--- config.mk ---
export PLATFORM = sky130hd
export DESIGN_NAME = seq_detect_param
export DESIGN_NICKNAME = d
export VERILOG_FILES = /design/src/rtl/seq_detect_pkg.sv /design/src/rtl/seq_window.sv /design/src/rtl/seq_detect_param.sv
export SDC_FILE = /design/constraint.sdc
export NUM_CORES = 1
export LEC_CHECK = 0
export BUFFER_PORTS_ARGS = -buffer_cell sky130_fd_sc_hd__buf_2
export CORE_AREA = 5 5 42 44
export CTS_BUF_LIST = sky130_fd_sc_hd__clkbuf_16
export CTS_CLUSTER_DIAMETER = 30
export DETAILED_ROUTE_END_ITERATION = 16
export DIE_AREA = 0 0 47 49
export GPL_ROUTABILITY_DRIVEN = 0
export GPL_TIMING_DRIVEN = 1
export PLACE_DENSITY = 0.6
export SLEW_MARGIN = 20
export SYNTH_ARGS = -nofsm -noshare
export SYNTH_HDL_FRONTEND = slang
export SYNTH_SLANG_ARGS = --single-unit
--- constraint.sdc ---
create_clock -name clk -period 1.3 [get_ports clk]
set_clock_uncertainty 0.05 [all_clocks]
set_input_delay 0.065 -clock clk [delete_from_list [all_inputs] [get_ports clk]]
set_output_delay 0.065 -clock clk [all_outputs]
set_load 0.01 [all_outputs]
--- src/rtl/seq_detect_pkg.sv ---
// Shared constants and mode encodings for the parametrised serial sequence detector.
package seq_detect_pkg;

  localparam int unsigned PAT_W_DEF = 4;
  localparam int unsigned CNT_W_DEF = 8;

  localparam int unsigned MODE_MEALY = 0;
  localparam int unsigned MODE_MOORE = 1;

  typedef enum logic {
    OVL_OFF = 1'b0,
    OVL_ON  = 1'b1
  } overlap_e;

endpackage

--- src/rtl/seq_window.sv ---
// Shift window of the last PAT_W-1 accepted bits, saturating fill counter and
// combinational pattern compare against the incoming bit.
module seq_window
  import seq_detect_pkg::*;
#(
  parameter int unsigned PAT_W   = PAT_W_DEF,
  parameter int unsigned OVERLAP = 1
) (
  input  logic             clk,
  input  logic             rst,
  input  logic             din,
  input  logic             din_vld,
  input  logic             pat_ld,
  input  logic [PAT_W-1:0] pat_q,
  output logic             hit_c
);

  localparam int unsigned WIN_W  = PAT_W - 1;
  localparam int unsigned FILL_W = $clog2(PAT_W);
  localparam logic [FILL_W-1:0] FILL_MAX = FILL_W'(PAT_W - 1);
  localparam overlap_e OVL_MODE = (OVERLAP != 0) ? OVL_ON : OVL_OFF;

  logic [WIN_W-1:0]  window;
  logic [FILL_W-1:0] fill;

  // A match needs a full window of history plus the current accepted bit.
  assign hit_c = din_vld & ~pat_ld & (fill == FILL_MAX) & ({window, din} == pat_q);

  always_ff @(posedge clk or negedge rst) begin
    if (!rst) begin
      window <= '0;
      fill   <= '0;
    end else if (pat_ld) begin
      fill <= '0;
    end else if (din_vld) begin
      window <= WIN_W'({window, din});
      if (hit_c && (OVL_MODE == OVL_OFF)) begin
        fill <= '0;
      end else if (fill != FILL_MAX) begin
        fill <= fill + FILL_W'(1);
      end
    end
  end

endmodule

--- src/rtl/seq_detect_param.sv ---
// Parametrised serial sequence detector: runtime-loadable pattern, Mealy/Moore
// flag timing and optional saturating match counter (enabled by SEQDET_CNT_EN).
module seq_detect_param
  import seq_detect_pkg::*;
#(
  parameter int unsigned      PAT_W   = PAT_W_DEF,
  parameter logic [PAT_W-1:0] PAT_RST = PAT_W'(4'b0101),
  parameter int unsigned      OVERLAP = 1,
  parameter int unsigned      MOORE   = MODE_MEALY,
  parameter int unsigned      CNT_W   = CNT_W_DEF
) (
  input  logic             clk,
  input  logic             rst,
  input  logic             din,
  input  logic             din_vld,
  input  logic             pat_ld,
  input  logic [PAT_W-1:0] pat_in,
  output logic             flag
`ifdef SEQDET_CNT_EN
  ,
  output logic [CNT_W-1:0] match_cnt
`endif
);

  logic [PAT_W-1:0] pat_q;
  logic             hit_c;

  if (PAT_W < 2 || PAT_W > 32 || CNT_W < 1) begin : g_param_chk
    $error("seq_detect_param: PAT_W must be 2..32 and CNT_W at least 1");
  end

  always_ff @(posedge clk or negedge rst) begin
    if (!rst) begin
      pat_q <= PAT_RST;
    end else if (pat_ld) begin
      pat_q <= pat_in;
    end
  end

  seq_window #(
    .PAT_W   (PAT_W),
    .OVERLAP (OVERLAP)
  ) u_window (
    .clk     (clk),
    .rst     (rst),
    .din     (din),
    .din_vld (din_vld),
    .pat_ld  (pat_ld),
    .pat_q   (pat_q),
    .hit_c   (hit_c)
  );

  // Moore delays the hit by one edge; a pending flag is dropped by reset.
  if (MOORE == MODE_MOORE) begin : g_moore
    logic flag_q;
    always_ff @(posedge clk or negedge rst) begin
      if (!rst) begin
        flag_q <= 1'b0;
      end else begin
        flag_q <= hit_c;
      end
    end
    assign flag = flag_q;
  end else begin : g_mealy
    assign flag = hit_c;
  end

`ifdef SEQDET_CNT_EN
  localparam logic [CNT_W-1:0] CNT_MAX = {CNT_W{1'b1}};

  always_ff @(posedge clk or negedge rst) begin
    if (!rst) begin
      match_cnt <= '0;
    end else if (pat_ld) begin
      match_cnt <= '0;
    end else if (hit_c && (match_cnt != CNT_MAX)) begin
      match_cnt <= match_cnt + CNT_W'(1);
    end
  end
`endif

endmodule

==> impl_results.md <==
- Multi-input logic area: 221 sq um
- RSZ-0062 raised after global routing: true
- Routed wire length: 733 um
- Kind of critical path: reg -> out
- Status: finished, violations left
- Total Routing Usage GR: 8.53%
- Fin crit share: 115%
- Setup ws final: -0.191 ns
- CP arrival: 1.38 ns
- CP max stage cell: dfstp_2
- Failing checks: setup timing
- Via/cell ratio: 4.45
- Cell with the most instances after synthesis: dfrtp_1
- FF/Latch Area: 228 sq um
- Clock sink total: 9
- Yosys synthesis warning count: 0
- Post-synth EDFFs: 0
- CORE AREA: 1400 sq um
- Die area: 2300 sq um
- Setup TNS: -0.191 ns
- Max Cap Viol: 0
- Ant. Diodes: 0
- Seq/Total Area, Yosys: 51.1%
- Pins over their slew limit: 0
- Worst Max-Slew Pin Slew: 0.192 ns
- Initial core utilization: 31.8%
- Post-synth ARST share: 100%
- Data required, critical path: 1.19 ns
- Io pins: 10
- Synth area leader: dfrtp_1
- Top delay family on crit path: flip-flops
- First-pass detailed-route iteration total: 2
- Port Buffers: 9
- Fin crit period: 1.49 ns
- Vias in the first global route: 313
- Cts bufs inserted: 3
- Post-Syn Nets: 41
- Ratio of cells with drive above 1 in the final layout: 59.1%
- Clock root buffer master: clkbuf_16
- Fin nets: 55
- WHS Path Cells: 2
- Number of setup buffers added after CTS: 0
- CTS tree: yes
- Area grow syn2layout: 35.7%
- WP buf/inv: 1
- Fillers: 143
- Largest net degree at the start of global routing: 10
- Worst setup SP type: flip-flop
- Final Hold Violating Endpoints: 0
- Clk buf depth: 2
- Ys flop type: dfrtp_1
- Initial antenna violation count: 0
- Worst Reg2Reg Path Length in Cells: 4
- Distinct cell type count after synthesis: 17
- Num rows: 14
- Final Power: 1030 uW
- Stages on worst setup path: 4
- Post-route antenna net violation count: 0
- Reg-to-reg setup timing slack: 0.10 ns
- Crit Path Max Fanout: 2
- Syn Area/Cell: 14.4 sq um
- First-pass GRT wire length: 1.37 mm
- F_max: 671 MHz
- Rel. slew slack: 87.2%
- Final core occ: 43.1%
- Static leakage: 0.000284 uW
- Cell Chain, Critical Path: xnor2_2, nand3_1, nor4b_2, buf_2
- Worst reg2reg startpoint: u_window.fill[0]
- Flops & latches, synth: 9
- Total global routing overflow: 0
- Worst setup EP type: output pin
- Worst vdd ir: 1.02 mV
- Clk slew on worst S/H paths: 0.04 ns
- CP Launch Point: pat_q[0]
- Mapped cell area: 445 sq um
- Worst path max stage delay: 0.54 ns
- Detailed-route via count: 267
- Top area cells in the synthesized netlist: dfrtp_1, dfstp_2, mux2_2
- Syn Inst Count: 31
- Top cells by count, synth: dfrtp_1, mux2_2, mux2_4, xnor2_1, dfstp_2
- Die X: 47 um
- Finish-stage setup viols: 1
- Post-synth top area share: 39.3%
- Pwr Density: 1710 nW/um^2
- Worst R2R End: u_window.fill[0]
- H-Tree Depth: 1
- # DRC: 0
- WL per Instance: 12.2 um
- Clk Latency, worst-skew pair: 0.23 ns
- DIE HEIGHT: 49 um
- CP endpoint: flag
- Min-Delay Path Class: in -> reg
- 1st-iter DRT viols: 2
layout make-up:
type | count | share of cell area [%]
clock buffers | 3 | 12.4
repair buffers | 10 | 9.11
well taps | 16 | 3.31
flip-flops and latches | 9 | 37.7
multi-input cells | 21 | 36.6
clock inverters | 1 | 0.828
layer usage:
layer  global-route usage [%]  wire length, um
met1                     10.7              317
met2                     11.8              361
met3                     4.43               54
met4                     4.15                0
met5                        0                0
cell usage in the layout, fill, tap and decap left out, types with 2 or more instances in the layout:
| cell type | instances |
|---|---|
| buf_2 | 9 |
| dfrtp_1 | 7 |
| mux2_2 | 4 |
| mux2_4 | 3 |
| clkbuf_16 | 3 |
| nand2b_4 | 2 |
| xnor2_1 | 2 |
| dfstp_2 | 2 |
flip-flops by register name (all words and copies together), names as in the netlist:
signal and cells:
u_window.fill 2, pat_q 4, u_window.window 3
stage by stage:
step           setup WS (ns)  area, sq um  cells  hold slack (ns)
3_3_place_gp          0.0634          499     55           -0.122
4_1_cts               -0.199          589     60           0.0118
3_5_place_dp          0.0407          499     55           -0.125
5_1_grt               -0.280          604     60           0.0241
6_report              -0.191          604     60           0.0149
2_1_floorplan          0.130          445     31           -0.281
worst register-to-register path, delay by kind of cell (launching register included):
family	cells	cell delay, ns
compound gates	1	0.13
fa+ha+maj	1	0.22
flops	1	0.39
simple gates	2	0.35
worst min path at each step:
stage	slack [ns]	endpoint	from
after detailed placement	-0.12	u_window.window[0]	rst
after global routing	0.02	pat_q[1]	pat_in[1]
after global placement	-0.12	pat_q[3]	rst
after CTS	0.01	pat_q[1]	pat_in[1]
after floorplan	-0.28	pat_q[1]	rst
final	0.01	pat_q[0]	pat_in[0]
kinds of logic after synthesis:
family,share of synthesized area (%)
buffers and inverters,2.53
AND/OR/NAND/NOR,12.1
adder cells (fa/ha/maj),2.81
multiplexers,22.5
XOR/XNOR,7.87
AO/OA/AOI/OAI,1.12
flip-flops,51.1
power by group:
part	switching [uW]	internal, uW	leakage, uW
registers	32.1	326	0.000106
logic	47.5	88.7	0.000136
clock network	132	405	0.0000409
what timing repair did:
item,CTS,global route
hold buffers,1,0
hold endpoints to repair,9,0
endpoints found under the setup margin,1,2
pin swaps,0,1
resized for setup,0,2
Power figures use the tool's default switching activity.
